===== src/rtl/demux14_tdm_if.sv =====
// Bus bundle for the 1-to-4 TDM demultiplexer: serial sample input side
// plus the four rebuilt channels and their status pulses.
interface demux14_tdm_if #(
    parameter int DW = 8
);
    logic [DW-1:0] din;
    logic          din_valid;
    logic          sof;
    logic [DW-1:0] a;
    logic [DW-1:0] b;
    logic [DW-1:0] c;
    logic [DW-1:0] d;
    logic          frame_valid;
    logic          locked;
    logic          err;

    modport master (
        output din, din_valid, sof,
        input  a, b, c, d, frame_valid, locked, err
    );

    modport slave (
        input  din, din_valid, sof,
        output a, b, c, d, frame_valid, locked, err
    );
endinterface


===== src/rtl/demux14_tdm.sv =====
// Time-division 1-to-4 demultiplexer: stages slots 0..2, then publishes all
// four channels together on the slot-3 sample, tracking frame sync with sof.
module demux14_tdm #(
    parameter int DW = 8
) (
    input  logic         clk,
    input  logic         rst,
    demux14_tdm_if.slave bus
);
    typedef enum logic {
        HUNT = 1'b0,
        SYNC = 1'b1
    } state_t;

    state_t        state;
    state_t        state_next;
    logic [1:0]    slot;
    logic [1:0]    slot_next;
    logic [DW-1:0] stage0;
    logic [DW-1:0] stage1;
    logic [DW-1:0] stage2;

    logic          wr_stage;
    logic [1:0]    wr_idx;
    logic          load_frame;
    logic          err_next;

    // State register
    always_ff @(posedge clk or posedge rst) begin
        if (rst) begin
            state <= HUNT;
            slot  <= 2'd0;
        end else begin
            state <= state_next;
            slot  <= slot_next;
        end
    end

    // Next-state logic
    always_comb begin
        state_next = state;
        slot_next  = slot;
        if (bus.din_valid) begin
            unique case (state)
                HUNT: begin
                    if (bus.sof) begin
                        state_next = SYNC;
                        slot_next  = 2'd1;
                    end
                end
                SYNC: begin
                    if (bus.sof && slot != 2'd0) begin
                        // Early frame start restarts the frame on this sample
                        slot_next = 2'd1;
                    end else if (!bus.sof && slot == 2'd0) begin
                        state_next = HUNT;
                        slot_next  = 2'd0;
                    end else begin
                        slot_next = slot + 2'd1;
                    end
                end
                default: begin
                    state_next = HUNT;
                    slot_next  = 2'd0;
                end
            endcase
        end
    end

    // Output / datapath control decode
    always_comb begin
        wr_stage   = 1'b0;
        wr_idx     = 2'd0;
        load_frame = 1'b0;
        err_next   = 1'b0;
        if (bus.din_valid) begin
            unique case (state)
                HUNT: begin
                    if (bus.sof) begin
                        wr_stage = 1'b1;
                        wr_idx   = 2'd0;
                    end
                end
                SYNC: begin
                    if (bus.sof && slot != 2'd0) begin
                        err_next = 1'b1;
                        wr_stage = 1'b1;
                        wr_idx   = 2'd0;
                    end else if (!bus.sof && slot == 2'd0) begin
                        err_next = 1'b1;
                    end else if (slot == 2'd3) begin
                        load_frame = 1'b1;
                    end else begin
                        wr_stage = 1'b1;
                        wr_idx   = slot;
                    end
                end
                default: begin
                    err_next = 1'b0;
                end
            endcase
        end
    end

    // Staging registers and published channels
    always_ff @(posedge clk or posedge rst) begin
        if (rst) begin
            stage0          <= '0;
            stage1          <= '0;
            stage2          <= '0;
            bus.a           <= '0;
            bus.b           <= '0;
            bus.c           <= '0;
            bus.d           <= '0;
            bus.frame_valid <= 1'b0;
            bus.err         <= 1'b0;
        end else begin
            if (wr_stage) begin
                unique case (wr_idx)
                    2'd0:    stage0 <= bus.din;
                    2'd1:    stage1 <= bus.din;
                    default: stage2 <= bus.din;
                endcase
            end
            if (load_frame) begin
                bus.a <= stage0;
                bus.b <= stage1;
                bus.c <= stage2;
                bus.d <= bus.din;
            end
            bus.frame_valid <= load_frame;
            bus.err         <= err_next;
        end
    end

    assign bus.locked = (state == SYNC);

endmodule


===== src/flat_wrapper.sv =====
// flat-port wrapper written by rule: the top's interface ports become plain ports
module demux14_tdm_flat 
#(
    parameter int DW = 8
)
  (clk, rst, bus_din, bus_din_valid, bus_sof, bus_a, bus_b, bus_c, bus_d, bus_frame_valid, bus_locked, bus_err);
  demux14_tdm_if #(.DW(DW)) bus_i ();
  input  logic clk;
  input  logic rst;
  input wire logic [$bits(bus_i.din)-1:0] bus_din;
  input wire logic [$bits(bus_i.din_valid)-1:0] bus_din_valid;
  input wire logic [$bits(bus_i.sof)-1:0] bus_sof;
  output wire logic [$bits(bus_i.a)-1:0] bus_a;
  output wire logic [$bits(bus_i.b)-1:0] bus_b;
  output wire logic [$bits(bus_i.c)-1:0] bus_c;
  output wire logic [$bits(bus_i.d)-1:0] bus_d;
  output wire logic [$bits(bus_i.frame_valid)-1:0] bus_frame_valid;
  output wire logic [$bits(bus_i.locked)-1:0] bus_locked;
  output wire logic [$bits(bus_i.err)-1:0] bus_err;
  assign bus_i.din = bus_din;
  assign bus_i.din_valid = bus_din_valid;
  assign bus_i.sof = bus_sof;
  assign bus_a = bus_i.a;
  assign bus_b = bus_i.b;
  assign bus_c = bus_i.c;
  assign bus_d = bus_i.d;
  assign bus_frame_valid = bus_i.frame_valid;
  assign bus_locked = bus_i.locked;
  assign bus_err = bus_i.err;
  demux14_tdm #(.DW(DW)) u_core (.clk(clk), .rst(rst), .bus(bus_i));
endmodule

===== config.mk =====
export PLATFORM = sky130hd
export DESIGN_NAME = demux14_tdm_flat
export DESIGN_NICKNAME = d
export VERILOG_FILES = /design/src/rtl/demux14_tdm_if.sv /design/src/rtl/demux14_tdm.sv /design/src/flat_wrapper.sv
export SDC_FILE = /design/constraint.sdc
export NUM_CORES = 1
export LEC_CHECK = 0
export CORE_AREA = 2 2 89 91
export CTS_CLUSTER_DIAMETER = 40
export CTS_CLUSTER_SIZE = 16
export DETAILED_ROUTE_END_ITERATION = 10
export DIE_AREA = 0 0 91 93
export DONT_BUFFER_PORTS = 1
export HOLD_SLACK_MARGIN = 0.08
export PLACE_DENSITY_LB_ADDON = 0.08
export SYNTH_ARGS = -nofsm -noshare
export SYNTH_HDL_FRONTEND = slang
export SYNTH_SLANG_ARGS = --single-unit
export TNS_END_PERCENT = 1

===== constraint.sdc =====
create_clock -name clk -period 1.7 [get_ports clk]
set_input_delay 0.255 -clock clk [delete_from_list [all_inputs] [get_ports clk]]
set_output_delay 0.255 -clock clk [all_outputs]
set_load 0.01 [all_outputs]

Yosys cells after proc, flatten, opt, wreduce, memory -nomap -nowiden:

Index checks and enable logic that the tools add are counted.

* add/subtract/negate cells: 1
* equality and inequality tests: 3
* multiplexer cells: 27
* bitwise operators: 2
* reductions and logical operators: 11

Operators by type and width (number)
* 1-bit 2-to-1 mux: 16
* 2-bit 2-to-1 mux: 7
* 2-bit case mux with 2 select lines: 2
* 2-bit AND reduction: 4
* 2-bit logical NOT: 2
* 1-bit case mux with 2 select lines: 2
* 2-bit by 1-bit adder with 2-bit output (second input constant): 1
* 2-bit by 1-bit == test with 1-bit output (second input constant): 1
* 2-bit == test (second input constant): 1
* 1-bit logical AND: 2
* 2-bit inequality test (second input constant): 1
* 1-bit inverter: 2
* 2-bit nonzero test: 1
* 2-bit OR reduction: 1
* 1-bit logical NOT: 1

* bits in registers: 61
* input port bits: 12
* word-level logic and storage cells: 55

Longest topological paths before layout:

* depth after elaboration: 10
* mapped depth: 9
* gate-level depth less buffers: 7

Least setup slack after synthesis:

Ideal clock, no wire load.

* kind: register to register
* start: register u_core.slot[0]
* end: register u_core.stage0[0]
* setup time: 125 ps
* arrival time: 1762 ps
* required time: 1575 ps
* path slack: -187 ps
* cell stages (with the launch flop): 8
* cell sequence: dfrtp_1 -> inv_1 -> ha_1 -> inv_1 -> ha_1 -> nand3b_1 -> o221ai_2 -> mux2_2

* word-level cells in the longest chain between the ends: 8

RTL lines
* start: declaration: RTL line demux14_tdm.sv:17 `logic [1:0] slot;`
* start signal: assignment: RTL line demux14_tdm.sv:35 `slot <= slot_next;`
* 2-bit == test / 2-bit logical NOT (equally long branches): RTL line demux14_tdm.sv:91, demux14_tdm.sv:89
* 2-bit 2-to-1 mux / 1-bit logical AND (equally long branches): RTL line demux14_tdm.sv:91, demux14_tdm.sv:89
* 2-bit 2-to-1 mux: RTL line demux14_tdm.sv:89 `end else if (!bus.sof && slot == 2'd0) begin`
* 2-bit 2-to-1 mux: RTL line demux14_tdm.sv:85 `if (bus.sof && slot != 2'd0) begin`
* 2-bit case mux with 2 select lines: RTL line demux14_tdm.sv:77 `unique case (state)`
* 2-bit 2-to-1 mux: RTL line demux14_tdm.sv:76 `if (bus.din_valid) begin`
* 2-bit logical NOT: RTL line demux14_tdm.sv:119 `unique case (wr_idx)`
* 2-bit AND reduction (no line) (*)
* end signal: assignment: RTL line demux14_tdm.sv:120 `2'd0: stage0 <= bus.din;`
* end: declaration: RTL line demux14_tdm.sv:19 `logic [DW-1:0] stage0;`

Every way passes the cells marked *; elsewhere a longest branch is shown, timed or not.
A chain may end at the register's enable or synchronous reset.

Worst setup path in the final report:

* start: register u_core.slot[1]
* end: register u_core.stage1[3]

* word-level cells in the longest chain between the ends: 8

RTL lines
* 2-bit == test / 2-bit logical NOT (equally long branches): RTL line demux14_tdm.sv:91, demux14_tdm.sv:89
* 2-bit 2-to-1 mux / 1-bit logical AND (equally long branches): RTL line demux14_tdm.sv:91, demux14_tdm.sv:89
* 2-bit 2-to-1 mux: RTL line demux14_tdm.sv:89
* 2-bit 2-to-1 mux: RTL line demux14_tdm.sv:85
* 2-bit case mux with 2 select lines: RTL line demux14_tdm.sv:77
* 2-bit 2-to-1 mux: RTL line demux14_tdm.sv:76
* 2-bit by 1-bit == test with 1-bit output: RTL line demux14_tdm.sv:119
* 2-bit AND reduction (no line) (*)
* end signal: assignment: RTL line demux14_tdm.sv:121 `2'd1: stage1 <= bus.din;`
* end: declaration: RTL line demux14_tdm.sv:20 `logic [DW-1:0] stage1;`

Marks and branches as above.

==> summary.txt <==
Synth
  – Warnings, synthesis: 0
  – Synthesized Nets: 173
  – Seq/Total Area, Yosys: 59.6%
  – Synth Register Bits: 61
  – Netlist cell types: 21
  – Mapped Area: 0.00256 mm2
  – Mean Syn Cell Area: roughly 17 um2
  – Synthesized netlist cell count: 154

Clock tree
  – Clk_lat worst skew: 0.33 ns
  – Root Driver: clkbuf_8
  – # H-tree levels: 3
  – Worst-path clk slew: 0.07 ns
  – CTS tree: yes
  – Total CTS buffers: 9
  – Setup bufs post-CTS: 0
  – Sink Count: slightly above 60
  – CTS max path bufs: 2

Setup path
  – Worst setup SP type: register
  – CP Capture Type: register
  – Setup CP Type: reg -> reg
  – Launch point of the worst reg-to-reg path: u_core.slot[1]
  – Register-to-register setup slack: -0.15 ns
  – Worst r2r path cells: 8
  – CP arrival: 2.07 ns
  – Crit path max fanout: 8
  – Crit path to: u_core.stage1[3]
  – FF-to-FF End: u_core.stage1[3]
  – Worst Setup SP: u_core.slot[1]
  – WP data required: 1.92 ns

Die
  – Rows: 32
  – Die W: 91 um
  – Initial core utilization: 34.0%
  – Core Area: approximately 0.0075 mm2
  – Die height: between 90 and 100 um
  – Num ports: 47
  – Total die area: roughly 0.0085 mm2

Job
  – MaxCap Viol Count: 0

GRT
  – GR Util met1: between 10 and 15%
  – Initial antenna violation count: 0
  – Vias in the first global route: 1,521
  – Total congestion overflow: 0
  – Total GRT Usage: 12.6%
  – Busiest layer in global routing: met2
  – First-pass GRT wire length: around 8000 um
  – Pin count of the biggest net entering global routing: 23
  – M2 GR Usage: 20.1%
  – GR Util met3: 6.12%

Detailed routing
  – ANT nets after route: 0
  – DRT Pass-1 Iters: 4
  – DRT Wirelength: 4660 um
  – Drt drc: 0
  – DRT iter0 DRCs: 22
  – Via count: 1,357
  – Vias per cell: around 4.6
  – WL/cell: 15.7 um

Layout
  – Layout cell share with drive strength beyond 1: 51.8%
  – Most common cell after layout, fill and taps aside: dfrtp_1
  – N_diodes: 0
  – Multi-input logic area: 0.00106 mm2
  – Final Non-Filler Cells: around 300
  – Synthesis-to-finish area growth: 27.1%
  – Finished Cell Area: 0.00326 mm2
  – Most frequent cells in the layout: dfrtp_1 (61), mux2_4 (39), mux2_2 (17), clkbuf_8 (10), dlygate4sd3_1 (10)
  – FILL cells: 741
  – Flip-flop and latch area: 0.00153 mm2
  – Nets@finish: 209

STA
  – Final period util: 109%
  – RSZ-0062 raised after global routing: true
  – Fin. max-slew vios: 0
  – Slew @ Worst Pin: 0.504 ns
  – F_max: 0.540 GHz
  – Final min period: 1.85 ns
  – Final WS setup: -0.150 ns
  – Final setup vio count: 56
  – Slew Limit Headroom: 66.3%
  – Fin Hold WS: ~0.087 ns
  – Setup Skew: around 0.008 ns
  – Final hold vios: 0

Place
  – DP Area: 0.00291 mm2
  – Pre-CTS setup slack: -0.175 ns
  – Gpl congestion: 0.651
  – Post-Place Cells: 271
  – Port bufs: 0
  – HPWL after DPL: 3190 um

Worst hold path
  – Hold Path Class: in -> reg
  – Hold depth: 2

Status
  – Failing checks: negative setup slack
  – Status: finished with violations

Power and ir drop
  – Pwr Density: 1850 mW/mm2
  – Maximum vdd drop: 0.000684 V
  – Leak: around 1.6 nW
cell families (layout without fill, tap and decap cells):
logic type | Yosys count | in the layout | synth area share, %
AND/OR/NAND/NOR | 13 | 13 | 3.76
adder cells (fa/ha/maj) | 7 | 7 | 3.42
AO/OA/AOI/OAI | 7 | 7 | 1.90
flip-flops | 61 | 61 | 59.6
multiplexers | 56 | 56 | 28.9
buffers and inverters | 10 | 51 | 2.49
worst min-delay path by stage:
stage | start | slack [ns] | end
floorplan | bus_din_valid | 0.36 | u_core.bus.locked
global placement | rst | 0.19 | u_core.stage1[0]
detailed placement | rst | 0.19 | u_core.bus.d[0]
CTS | bus_din_valid | 0.08 | u_core.slot[0]
global route | bus_din_valid | 0.08 | u_core.slot[0]
finish | bus_din_valid | 0.09 | u_core.slot[0]
Yosys cell counts:
cell | n | area, um2
ha_1 | 7 | 87.6
nor2_2 | 1 | 6.26
nand3_2 | 1 | 10.0
nand4b_4 | 1 | 23.8
o221ai_2 | 1 | 15.0
a31oi_1 | 1 | 6.26
nand2b_1 | 1 | 6.26
nand3b_1 | 1 | 7.51
buf_6 | 3 | 33.8
dfrtp_1 | 61 | 1530
buf_4 | 1 | 7.51
nand2_1 | 2 | 7.51
and3b_1 | 1 | 8.76
o21ai_0 | 2 | 10.0
a21oi_1 | 2 | 10.0
nand2_4 | 1 | 11.3
nor2_1 | 4 | 15.0
o21a_1 | 1 | 7.51
mux2_4 | 29 | 435
inv_1 | 6 | 22.5
mux2_2 | 27 | 304
where the power goes:
part	internal (W)	switching (W)	leakage (nW)
combinational	0.00132	0.000665	0.750
sequential	0.00216	0.000636	0.749
clock	0.000713	0.000549	0.0964
total	0.00419	0.00185	1.60
sequential cells by signal, summed over array words and instances (netlist names), 2 cells and up:
| name | cells |
|---|---|
| u_core.stage2 | 8 |
| u_core.stage0 | 8 |
| u_core.bus.b | 8 |
| u_core.bus.d | 8 |
| u_core.slot | 2 |
| u_core.bus.c | 8 |
| u_core.stage1 | 8 |
| u_core.bus.a | 8 |
routing by layer:
metal,vias to the layer above,part of all wire (%)
met5,-,0
met4,0,2.1
met3,9,7.4
met2,34,47
met1,703,43
li1,611,-
area by class of cell:
| type | count | share of cell area, % |
|---|---|---|
| Sequential cell | 61 | 46.9 |
| Timing Repair Buffer | 29 | 10.2 |
| Multi-Input combinational cell | 83 | 32.4 |
| Inverter | 6 | 0.691 |
| Tap cell | 102 | 3.92 |
| Clock inverter | 4 | 1.46 |
| Clock buffer | 12 | 4.45 |
worst max-delay path, stage by stage, from the launching register on:
cell and delay [ns]:
dfrtp_1 0.39, inv_2 0.08, ha_4 0.14, inv_2 0.04, ha_4 0.15, and3b_2 0.25, buf_12 0.12, nand4b_4 0.22
mux2_2 0.34
stage by stage:
step | util (%) | power [W] | setup TNS (ns)
after floorplan | - | 0.00411 | -7.23
after global placement | 38.7 | 0.00464 | -5.56
after detailed placement | 38.7 | 0.00468 | -6.82
after CTS | 43.1 | 0.00611 | -6.30
after global routing | 43.3 | 0.00645 | -10.89
final | 43.3 | 0.00604 | -5.87
what timing repair did:
action,4_1_cts,5_1_grt
endpoints found under the setup margin,56,56
pin swaps,2,0
resized for setup,12,3
hold endpoints to repair,52,0
hold buffers,10,0
(Power assumes the default switching activity.)
